[src/rtl/stream_acc_pkg.sv]
// stream_acc_pkg: shared state encoding and width helpers for the stream accumulator
package stream_acc_pkg;
  typedef enum logic [1:0] {IDLE, ACCUM, OUT} state_e;
  function automatic int acc_w(input int width, input int guard);
    return width + guard;
  endfunction
  function automatic int cnt_w(input int max_ops);
    return $clog2(max_ops + 1);
  endfunction
endpackage

[src/rtl/addsub_ovf.sv]
// addsub_ovf: signed accumulator plus/minus unsigned operand with signed overflow detect
module addsub_ovf #(
  parameter int WIDTH = 8,
  parameter int ACC_W = 12
) (
  input  logic [ACC_W-1:0] acc,
  input  logic [WIDTH-1:0] op,
  input  logic             sub,
  output logic [ACC_W-1:0] res,
  output logic             ovf
);
  logic [ACC_W:0] acc_x, op_x, full;
  assign acc_x = {acc[ACC_W-1], acc};
  assign op_x  = (ACC_W+1)'(op);
  assign full  = sub ? acc_x - op_x : acc_x + op_x;
  assign res   = full[ACC_W-1:0];
  assign ovf   = full[ACC_W] ^ full[ACC_W-1];
endmodule

[src/rtl/stream_add_accumulator.sv]
// stream_add_accumulator: packetised add/sub accumulator with sticky overflow, truncation and threshold compare
module stream_add_accumulator
  import stream_acc_pkg::*;
#(
  parameter int WIDTH = 8,
  parameter int GUARD = 4,
  parameter int MAX_OPS = 16,
  localparam int ACC_W = acc_w(WIDTH, GUARD),
  localparam int CNT_W = cnt_w(MAX_OPS)
) (
  input  logic             clk,
  input  logic             rst_n,
  input  logic             in_valid,
  output logic             in_ready,
  input  logic [WIDTH-1:0] in_data,
  input  logic             in_sub,
  input  logic             in_last,
  input  logic [ACC_W-1:0] thresh,
  output logic             out_valid,
  input  logic             out_ready,
  output logic [ACC_W-1:0] out_sum,
  output logic [CNT_W-1:0] out_count,
  output logic             out_ovf,
  output logic             out_trunc,
  output logic             out_le
);
  state_e state_q, state_d;
  logic [ACC_W-1:0] acc_q, acc_d, res;
  logic [CNT_W-1:0] cnt_q, cnt_d, cnt_inc;
  logic ovf_q, ovf_d, trunc_q, trunc_d, step_ovf, accept, full;

  addsub_ovf #(.WIDTH(WIDTH), .ACC_W(ACC_W)) u_addsub (
    .acc(acc_q), .op(in_data), .sub(in_sub), .res(res), .ovf(step_ovf)
  );

  assign in_ready  = rst_n && (state_q == IDLE || state_q == ACCUM);
  assign accept    = in_valid && in_ready;
  assign cnt_inc   = cnt_q + CNT_W'(1);
  assign full      = cnt_inc == CNT_W'(MAX_OPS);
  assign out_valid = state_q == OUT;
  assign out_sum   = acc_q;
  assign out_count = cnt_q;
  assign out_ovf   = ovf_q;
  assign out_trunc = trunc_q;
  assign out_le    = $signed(acc_q) <= $signed(thresh);

  always_comb begin
    state_d = state_q;
    acc_d   = acc_q;
    cnt_d   = cnt_q;
    ovf_d   = ovf_q;
    trunc_d = trunc_q;
    case (state_q)
      IDLE, ACCUM: if (accept) begin
        acc_d   = res;
        cnt_d   = cnt_inc;
        ovf_d   = ovf_q | step_ovf;
        trunc_d = full && !in_last;
        state_d = (in_last || full) ? OUT : ACCUM;
      end
      OUT: if (out_ready) begin
        state_d = IDLE;
        acc_d   = '0;
        cnt_d   = '0;
        ovf_d   = 1'b0;
        trunc_d = 1'b0;
      end
      default: begin
        state_d = IDLE;
        acc_d   = '0;
        cnt_d   = '0;
        ovf_d   = 1'b0;
        trunc_d = 1'b0;
      end
    endcase
  end

  always_ff @(posedge clk or negedge rst_n) begin
    if (!rst_n) begin
      state_q <= IDLE;
      acc_q   <= '0;
      cnt_q   <= '0;
      ovf_q   <= 1'b0;
      trunc_q <= 1'b0;
    end else begin
      state_q <= state_d;
      acc_q   <= acc_d;
      cnt_q   <= cnt_d;
      ovf_q   <= ovf_d;
      trunc_q <= trunc_d;
    end
  end
endmodule
[config.mk]
export PLATFORM = sky130hd
export DESIGN_NAME = stream_add_accumulator
export DESIGN_NICKNAME = d
export VERILOG_FILES = /design/src/rtl/stream_acc_pkg.sv /design/src/rtl/addsub_ovf.sv /design/src/rtl/stream_add_accumulator.sv
export SDC_FILE = /design/constraint.sdc
export NUM_CORES = 1
export LEC_CHECK = 0
export BUFFER_PORTS_ARGS = -buffer_cell sky130_fd_sc_hd__buf_2
export CAP_MARGIN = 25
export CORE_ASPECT_RATIO = 0.8
export CORE_UTILIZATION = 54
export CTS_CLUSTER_DIAMETER = 50
export DETAILED_ROUTE_END_ITERATION = 7
export PLACE_DENSITY = 0.86
export SLEW_MARGIN = 20
export SYNTH_ARGS = -nofsm -noshare
export SYNTH_HDL_FRONTEND = slang
export SYNTH_SLANG_ARGS = --single-unit
[constraint.sdc]
create_clock -name clk -period 2.5 [get_ports clk]
set_input_delay 0.125 -clock clk [delete_from_list [all_inputs] [get_ports clk]]
set_output_delay 0.125 -clock clk [all_outputs]
set_load 0.1 [all_outputs]
==> flow_metrics.py, run 1 <==
metrics = {
    "run_status": {
        "run_status": "finished, final reports clean",
    },
    "yosys": {
        "synth_warnings": 0,
        "yosysTopAreaCell": "dfrtp_1",
        "synth_top_cell_area_share_pct": 27.3,
        "synth_area_sq_mm": 0.00193,
        "synth-main-ff-cell": "dfrtp_1",
        "synth-async-reset-ratio_pct": 100,
        "syn_area_per_cell_sq_um": 8.34,
        "ys_ff_latch": 21,
        "netlist_instances": 231,
        "yosysUniqueCellTypes": 47,
        "ys_seq_area_share_pct": 27.3,
        "synth_area_leaders": "dfrtp_1, ha_1, nand2_1, xnor2_1, o21ai_0",
        "synth.net_count": 284,
        "synth_edf_count": 0,
    },
    "critical_path": {
        "crit_chain": "ha_1 -> a21o_1 -> a21o_1 -> a21oi_1 -> o21ai_0 -> a31oi_1 -> o22a_2 -> clkbuf_4",
        "cpMaxStageDelayCell": "dfrtp_2",
        "rr_startpoint": "out_sum[0]",
        "worst-path-max-fanout": 4,
        "crit_type": "reg -> out",
        "r2r_cells": 11,
        "cpLargestDelayFamily": "compound AO/OA/AOI/OAI gates",
        "cp-start-kind": "flip-flop",
        "rrSetupSlack_ns": 0.14,
        "cp.arrival_ns": 2.25,
        "crit_required_ns": 2.38,
        "path_common_cell": "a21o_1",
        "r2r-end": "out_sum[10]",
        "max_stage_delay_ns": 0.44,
        "cp-end-kind": "output port",
        "crit_buf_inv": 1,
    },
    "place": {
        "portBuffers": 47,
        "dp_hpwl_um": 3680,
        "place_congestion": 0.797,
    },
    "timing": {
        "max_slew_margin_pct": 48.6,
        "hold_viol_final": 0,
        "fin_crit_sh_pct": 95.1,
        "slew_violations": 0,
        "finalSetupViolations": 0,
        "timing.fmax_ghz": 0.421,
        "period_needed_ns": 2.38,
        "finClkSkew_ns": 0.00166,
        "rsz0062_at_grt": "yes",
        "tightestPinTransition_ns": 0.771,
    },
    "floorplan": {
        "initial_core_util_pct": 56.3,
        "pin_count": 48,
        "chipWidth_um": 68.8,
        "die_h_um": 55.4,
        "placementRows": 19,
        "coreArea_sq_mm": 0.00342,
        "die-area_sq_mm": 0.00381,
    },
    "drt": {
        "drtIter0Drc": 129,
        "ant_nets": 0,
        "num_vias": 1846,
        "wl_um": 4470,
        "route.detailed.drc": 0,
        "post_drt_wl_per_cell_um": 13.5,
        "avgViaCountPerCell": 5.58,
        "first_pass_iters": 4,
    },
    "global_route": {
        "grt_pass1_vias": 1744,
        "antenna_found_initial": 0,
        "grt_util_all_layers_pct": 25.5,
        "grt_overflow": 0,
        "grt_pass1_wl_um": 7460,
        "grt_max_degree": 24,
    },
    "worst_hold_path": {
        "holdCritStartpoint": "in_last",
        "hold_path.class": "in -> reg",
        "holdPathStages": 2,
        "min_to": "out_trunc",
    },
    "cells_and_area": {
        "n_antenna_cell": 0,
        "nets": 343,
        "final_util_pct": 69.0,
        "final_layout_size_suffix_gt1_share_pct": 27.0,
        "syn_to_final_growth_pct": 22.5,
        "final_common_cell": "buf_2",
        "layout_common_cells": "buf_2, nand2_1, ha_1",
    },
    "clock_network": {
        "clk_pin_slew_ns": 0.08,
        "clock_sinks": 21,
        "cts_tree": "yes",
        "clk_path_buf_depth": 2,
        "post_cts_buffers": 0,
        "htreeDepth": 1,
        "worstSkewPairLatency_ns": 0.26,
        "cts_made_buffers": 3,
        "cts-root-buf": "clkbuf_8",
    },
    "run": {
        "drv_cap": 0,
    },
}
-- worst max path at each step --
stage | from | end | slack, ns | depth (start not counted)
detailed placement | in_data[0] | out_sum[10] | -0.09 | 13
floorplan | out_sum[0] | out_ovf | 0.002 | 10
global placement | in_data[0] | out_sum[10] | -0.02 | 13
global route | out_sum[0] | out_sum[10] | -0.03 | 11
finish | out_sum[5] | out_le | 0.12 | 8
CTS | out_sum[1] | out_le | 0.03 | 9
-- final cells by class --
cell class,instances,area (sq um)
flip-flops and latches,21,536
fillers,289,1060
well taps,42,52.6
repair buffers,60,338
multi-input cells,184,1320
inverters,20,75.1
clock buffers,4,45.0
-- worst register-to-register path, stage by stage (launching register included) --
cell,delay [ns]
dfrtp_4,0.42
inv_1,0.06
ha_1,0.21
fa_1,0.38
nand2b_1,0.19
a211oi_2,0.25
a31oi_2,0.14
buf_4,0.16
o21bai_1,0.12
a21oi_1,0.09
xor2_1,0.14
o21ai_0,0.14
-- sequential cells by signal, summed over array words and instances, names as in the netlist --
register   flops
out_ovf        1
state_q        2
out_count      5
out_sum       12
out_trunc      1
-- Yosys cell counts (all sizes together), types with 3 or more instances --
master and count:
inv 20, o31ai 3, a21o 6, xnor2 12, a31oi 5, nor2b 3, nand2b 8, clkbuf 5
nor2 12, a211oi 3, nor3 3, nand3 5, o21bai 3, a21oi 13, o21ai 22, xor2 5
nand2 29, ha 26, dfrtp 21
-- logic make-up (layout without fill, tap and decap cells) --
group / count (synthesis) / in the layout / share of synthesized area [%]
multiplexers: 1 / 1 / 0.584
buffers and inverters: 26 / 84 / 5.13
AO/OA/AOI/OAI: 67 / 67 / 23.2
XOR/XNOR: 17 / 17 / 7.73
adder cells (fa/ha/maj): 27 / 27 / 17.9
AND/OR/NAND/NOR: 72 / 72 / 18.1
flip-flops: 21 / 21 / 27.3
-- through the flow --
step                      worst slack, ns  std cells  cell area (sq um)  hold WS, ns  setup TNS (ns)
after floorplan                   0.00244        231               1940       -0.171               0
after global placement            -0.0206        326               2290        0.130         -0.0322
after detailed placement          -0.0928        326               2290        0.132          -0.163
after CTS                          0.0333        331               2350       0.0467               0
after global routing              -0.0336        331               2360       0.0542         -0.0657
final                               0.123        331               2360       0.0467               0
-- timing repair --
item	in CTS	in global routing
hold buffers	1	0
gates resized for setup	0	3
hold endpoints to repair	21	0
setup endpoints to repair	0	3
-- layer usage --
metal	wire, um	vias up	track usage [%]
met5	0	-	0
met4	32	0	6.12
met3	253	5	5.17
met2	2080	58	40.1
met1	2100	852	35.6
li1	-	931	-
Power of run 1 is left out: the tool's default activity adds up to more than one toggle a clock period on the data nets, which glitch-free logic cannot reach.
==> inputs of run 2 (changes only) <==
- CORE_UTILIZATION: 54 -> 55
- SYNTH_HIERARCHICAL: not set -> 1
==> run 2 against run 1 <==
Against the previous run: cell count grew 13%; non-clock buffer count grew 21; the flow now finishes with violations (design-rule violations, negative setup slack); first-iteration DRC count grew 66%; final area grew 15%; synthesized cell count grew 10%; largest cell class unchanged; setup slack lost 0.15 ns.
==> flow_metrics.py, run 2 <==
metrics = {
    "run": {
        "drv_cap": 0,
    },
    "drt": {
        "ant_nets": 0,
        "avgViaCountPerCell": 5.73,
        "wl_um": 5820,
        "post_drt_wl_per_cell_um": 15.6,
        "route.detailed.drc": 7,
        "drtIter0Drc": 214,
        "first_pass_iters": 8,
        "num_vias": 2143,
    },
    "critical_path": {
        "crit_type": "in -> reg",
        "cp.arrival_ns": 2.69,
        "r2r_cells": 13,
        "cp-start-kind": "input port",
        "crit_path_start": "in_data[0]",
        "rr_startpoint": "out_sum[0]",
        "r2r-end": "out_sum[10]",
        "cp-end-kind": "flip-flop",
        "rrSetupSlack_ns": 0.02,
        "cp-endpoint": "out_ovf",
        "crit_required_ns": 2.66,
        "worst-path-max-fanout": 4,
    },
    "cells_and_area": {
        "nFillCells": 243,
        "fin_area_sq_mm": 0.00272,
        "final_common_cell": "buf_2",
        "layout_common_cells": "buf_2, buf_4, nand2_1",
        "n_antenna_cell": 0,
        "largest_reg_flops": 12,
        "final_layout_size_suffix_gt1_share_pct": 36.7,
        "nets": 386,
        "syn_to_final_growth_pct": 28.5,
    },
    "timing": {
        "fin_crit_sh_pct": 101,
        "finalSetupViolations": 1,
        "max_slew_margin_pct": 66.9,
        "slew_violations": 0,
        "fin_ws_ns": -0.0225,
        "timing.fmax_ghz": 0.396,
        "rsz0062_at_grt": "yes",
        "finClkSkew_ns": 0.00679,
        "hold_viol_final": 0,
        "period_needed_ns": 2.52,
        "tightestPinTransition_ns": 0.499,
    },
    "yosys": {
        "ys_ff_latch": 21,
        "synth.net_count": 307,
        "synth.most_common_cell": "nand2_1",
        "synth_area_sq_mm": 0.00212,
        "yosysUniqueCellTypes": 50,
        "yosysTopAreaCell": "dfrtp_1",
        "ys_top_cells_by_count": "nand2_1, ha_1, inv_1, dfrtp_1, a21oi_1",
        "synth-async-reset-ratio_pct": 100,
        "synth_edf_count": 0,
        "synth-main-ff-cell": "dfrtp_1",
        "netlist_instances": 254,
        "synth_warnings": 6,
        "synth_area_leaders": "dfrtp_1, ha_1, nand2_1, nand2b_1, inv_1",
        "synth_top_cell_area_share_pct": 24.8,
        "ys_seq_area_share_pct": 24.8,
        "syn_area_per_cell_sq_um": 8.34,
    },
    "global_route": {
        "antenna_found_initial": 0,
        "grt_pass1_wl_um": 9140,
        "grt_util_all_layers_pct": 28.4,
        "grt_pass1_vias": 2019,
        "grt_max_degree": 32,
        "grt_overflow": 0,
    },
    "worst_hold_path": {
        "hold_path.class": "in -> reg",
        "holdCritStartpoint": "in_last",
        "holdPathStages": 3,
    },
    "floorplan": {
        "die_h_um": 57.5,
        "die-area_sq_mm": 0.00410,
        "initial_core_util_pct": 59.4,
        "chipWidth_um": 71.4,
        "pin_count": 48,
        "coreArea_sq_mm": 0.00357,
        "placementRows": 19,
    },
    "place": {
        "place_congestion": 0.958,
        "portBuffers": 47,
        "dp_hpwl_um": 4080,
        "place_area_sq_mm": 0.00260,
    },
    "clock_network": {
        "cts_tree": "yes",
        "cts_made_buffers": 3,
        "clock_sinks": 21,
        "cts-root-buf": "clkbuf_8",
        "worstSkewPairLatency_ns": 0.27,
        "htreeDepth": 1,
        "clk_pin_slew_ns": 0.09,
        "clk_path_buf_depth": 2,
    },
    "run_status": {
        "run_status": "finished with violations",
        "failed_checks": "design-rule violations, negative setup slack",
    },
}
## run 2: cell count changes after synthesis, sizes merged, moves of 3 or more
cell / previous run / this run
a21oi: 13 / 18
a31oi: 5 / 2
buf: 1 / 5
clkbuf: 5 / 2
inv: 20 / 25
nand2b: 8 / 16
nor3: 3 / 6
## run 2: final cells by class
type                       count  area (sq um)  area share [%]
clock inverter                 1          7.51           0.276
sequential                    21           542            19.9
inverter                      25          93.8            3.45
tap                           42          52.6            1.93
timing repair buffer          81           495            18.2
clock buffer                   3          41.3            1.52
multi-input combinational    201          1490            54.7
## run 2: metal layers
metal  up-vias  track usage [%]  routed length, um
li1       1047                -                  -
met1       992             38.5               2630
met2        92             48.4               2760
met3        12             4.42                313
met4         0             5.71                117
met5         -                0                  0
## run 2: worst min-delay path by stage
stage / to / slack [ns]
after floorplan: out_count[0] / -0.17
after global placement: state_q[0] / 0.05
after global routing: state_q[0] / 0.14
final: state_q[0] / 0.15
after detailed placement: state_q[0] / 0.05
after CTS: state_q[0] / 0.13
## run 2: cells by family after synthesis
logic type               share of synthesized area (%)
buffers and inverters                             6.79
adder cells (fa/ha/maj)                           16.3
flip-flops                                        24.8
AND/OR/NAND/NOR                                   20.2
AO/OA/AOI/OAI                                     21.7
multiplexers                                      2.54
XOR/XNOR                                          7.62
## run 2: repair_timing
item                                    4_1_cts  5_1_grt
hold buffers                                  1        0
setup buffers                                 0        5
endpoints found under the setup margin        0        4
hold endpoints to repair                     13        0
gates resized for setup                       0        8
## run 2: worst max-delay path, stage by stage
cell	delay, ns
buf_2	0.10
inv_1	0.06
ha_2	0.17
nand2b_1	0.10
nor2_1	0.11
nor2_1	0.07
xnor2_1	0.14
ha_1	0.39
nand4_1	0.16
a21oi_2	0.21
nor3_2	0.09
o21ai_4	0.17
xor2_2	0.16
xnor3_1	0.40
a31oi_1	0.17
nor2_1	0.05
## run 2: through the flow
stage               cells  TNS (ns)  setup slack (ns)  utilization (%)  hold WS [ns]
global route          374    -0.409            -0.221             76.3         0.140
finish                374   -0.0225           -0.0225             76.3         0.151
global placement      364    -0.147            -0.147             72.8        0.0515
floorplan             254   -0.0950           -0.0950                -        -0.171
CTS                   369         0          0.000947             74.5         0.134
detailed placement    364    -0.304            -0.261             72.8        0.0530
Power of run 2 is left out for the same reason.
==> inputs of run 3 (changes only) <==
--- a/config.mk
+++ b/config.mk
@@ -10,5 +10,5 @@
 export CORE_ASPECT_RATIO = 0.8
 export CORE_UTILIZATION = 55
-export CTS_CLUSTER_DIAMETER = 50
+export CTS_CLUSTER_DIAMETER = 60
 export DETAILED_ROUTE_END_ITERATION = 7
 export PLACE_DENSITY = 0.86
==> constraint.sdc (replaced) <==
create_clock -name clk -period 2.5 [get_ports clk]
set_input_delay 0.125 -clock clk [delete_from_list [all_inputs] [get_ports clk]]
set_output_delay 0.125 -clock clk [all_outputs]
set_load 0.01 [all_outputs]
==> run 3 against run 2 <==
Against the previous run: the run ends with design-rule violations left; die area unchanged; clock skew down 0.0027 ns; register-to-register slack is essentially flat; global-route usage down 1.5 points; first-iteration DRC count shrank 22%; flip-flop and latch count did not move; critical path type is now reg -> reg; largest cell class unchanged.
==> flow_metrics.py, run 3 (synthesized netlist as in run 2, its figures left out) <==
metrics = {
    "run_status": {
        "run_status": "finished with violations",
        "failed_checks": "design-rule violations",
    },
    "drt": {
        "wl_um": 5550,
        "avgViaCountPerCell": 5.69,
        "ant_nets": 0,
        "drtIter0Drc": 166,
        "num_vias": 2135,
        "first_pass_iters": 7,
        "route.detailed.drc": 5,
        "post_drt_wl_per_cell_um": 14.8,
    },
    "timing": {
        "finClkSkew_ns": 0.00411,
        "finalSetupViolations": 0,
        "period_needed_ns": 2.49,
        "hold_viol_final": 0,
        "hold_ws_ns": 0.150,
        "timing.fmax_ghz": 0.402,
        "fin_crit_sh_pct": 99.5,
        "fin_ws_ns": 0.0132,
        "tightestPinTransition_ns": 0.306,
        "max_slew_margin_pct": 79.0,
        "slew_violations": 0,
        "rsz0062_at_grt": "yes",
    },
    "cells_and_area": {
        "final_util_pct": 75.4,
        "final_layout_size_suffix_gt1_share_pct": 31.8,
        "layout_common_cells": "buf_2, buf_4, nand2_1",
        "largest_reg_flops": 12,
        "nets": 387,
        "n_antenna_cell": 0,
        "syn_to_final_growth_pct": 26.9,
        "final_common_cell": "buf_2",
    },
    "place": {
        "dp_slack_ns": -0.181,
        "portBuffers": 47,
        "place_congestion": 0.888,
        "dp_hpwl_um": 4360,
    },
    "global_route": {
        "grt_overflow": 0,
        "grt_pass1_wl_um": 8670,
        "grt_util_all_layers_pct": 26.9,
        "antenna_found_initial": 0,
        "grt_pass1_vias": 1985,
        "grt_max_degree": 32,
    },
    "clock_network": {
        "htreeDepth": 1,
        "clk_pin_slew_ns": 0.08,
        "clk_path_buf_depth": 2,
        "clock_sinks": 21,
        "cts_tree": "yes",
        "cts-root-buf": "clkbuf_8",
        "worstSkewPairLatency_ns": 0.26,
        "cts_made_buffers": 3,
    },
    "floorplan": {
        "coreArea_sq_mm": 0.00357,
        "die-area_sq_mm": 0.00410,
        "pin_count": 48,
        "placementRows": 19,
        "initial_core_util_pct": 59.4,
        "die_h_um": 57.5,
        "chipWidth_um": 71.4,
    },
    "critical_path": {
        "cp.arrival_ns": 2.67,
        "cp-start-kind": "flip-flop",
        "crit_buf_inv": 3,
        "r2r_cells": 13,
        "cpMaxStageDelayCell": "dfrtp_1",
        "crit_required_ns": 2.69,
        "cp-end-kind": "flip-flop",
        "crit_chain": "inv_1 -> ha_1 -> inv_1 -> fa_2 -> a211o_1 -> a211oi_2 -> o21bai_1 -> a21oi_2 -> buf_4 -> o21ai_1 -> xor2_1 -> nand2b_1 -> o21ai_1",
        "worst-path-max-fanout": 2,
        "rr_startpoint": "out_sum[0]",
        "max_stage_delay_ns": 0.39,
        "cpLargestDelayFamily": "compound AO/OA/AOI/OAI gates",
        "r2r-end": "out_sum[10]",
        "rrSetupSlack_ns": 0.01,
        "crit_type": "reg -> reg",
    },
    "power_and_ir_drop": {
        "p_int_mw": 1.66,
        "p_sw_mw": 1.46,
        "p_total_mw": 3.12,
        "p_seq_share_pct": 22.1,
        "swShare_pct": 46.9,
        "ir_drop_uv": 698,
        "power.leakage_nw": 1.41,
        "p_clk_share_pct": 7.3,
        "powerDensity_mw_per_mm2": 1160,
        "p_comb_share_pct": 70.6,
    },
    "worst_hold_path": {
        "min_to": "state_q[0]",
        "hold_path.class": "in -> reg",
        "holdPathStages": 3,
        "holdCritStartpoint": "in_last",
    },
    "run": {
        "drv_cap": 0,
    },
}
==> run 3: final cells by class <==
type	instances	area, sq um
fill	264	878
timing repair buffer	82	500
clock buffer	4	45.0
tap	42	52.6
inverter	25	93.8
sequential	21	526
multi-input combinational	201	1470
==> run 3: power by group through the flow <==
stage | combinational [mW] | clock [mW] | sequential (mW)
after floorplan | 1.36 | 0 | 0.689
after global placement | 1.99 | 0 | 0.676
after detailed placement | 2.10 | 0 | 0.690
after CTS | 2.11 | 0.222 | 0.684
after global routing | 2.41 | 0.240 | 0.707
final | 2.21 | 0.228 | 0.690
==> run 3: metal layers <==
layer | vias to the layer above | part of all wire, % | GRT usage (%) | wire length [um]
met5 | - | 0 | 0 | 0
met4 | 0 | 0.92 | 6.00 | 51
met3 | 8 | 6.8 | 1.94 | 380
met2 | 95 | 45 | 43.4 | 2510
met1 | 983 | 47 | 39.7 | 2610
li1 | 1049 | - | - | -
==> run 3: worst max path at each step <==
stage	slack [ns]	cells after the start	to	from
after floorplan	0.003	12	out_ovf	out_sum[0]
after global placement	-0.09	16	out_ovf	in_data[0]
after detailed placement	-0.18	16	out_ovf	in_data[1]
after CTS	0.02	13	out_sum[10]	out_sum[0]
after global routing	-0.12	13	out_sum[10]	out_sum[0]
final	0.01	13	out_sum[10]	out_sum[0]
==> run 3: worst reg2reg max path, delay by kind of cell (launching register included) <==
family,cells,cell delay (ns)
DFF,1,0.39
and+or+nand+nor,1,0.09
AOI/OAI and AO/OA,6,0.95
buffers and inverters,3,0.28
adders and majority gates,2,0.50
xor gates and xnor gates,1,0.21
==> run 3: repair_timing <==
item,in CTS,in global routing
resized for setup,0,4
hold buffers,1,0
endpoints found under the setup margin,1,2
hold endpoints to repair,21,0
setup buffers,0,3
pin swaps,2,9
==> run 3: metrics by stage <==
stage | area, sq um | TNS (ns) | std cells
floorplan | 2120 | 0 | 254
global placement | 2590 | -0.0850 | 367
detailed placement | 2590 | -0.212 | 367
CTS | 2650 | 0 | 372
global route | 2690 | -0.203 | 375
finish | 2690 | 0 | 375
(Power assumes the default switching activity.)
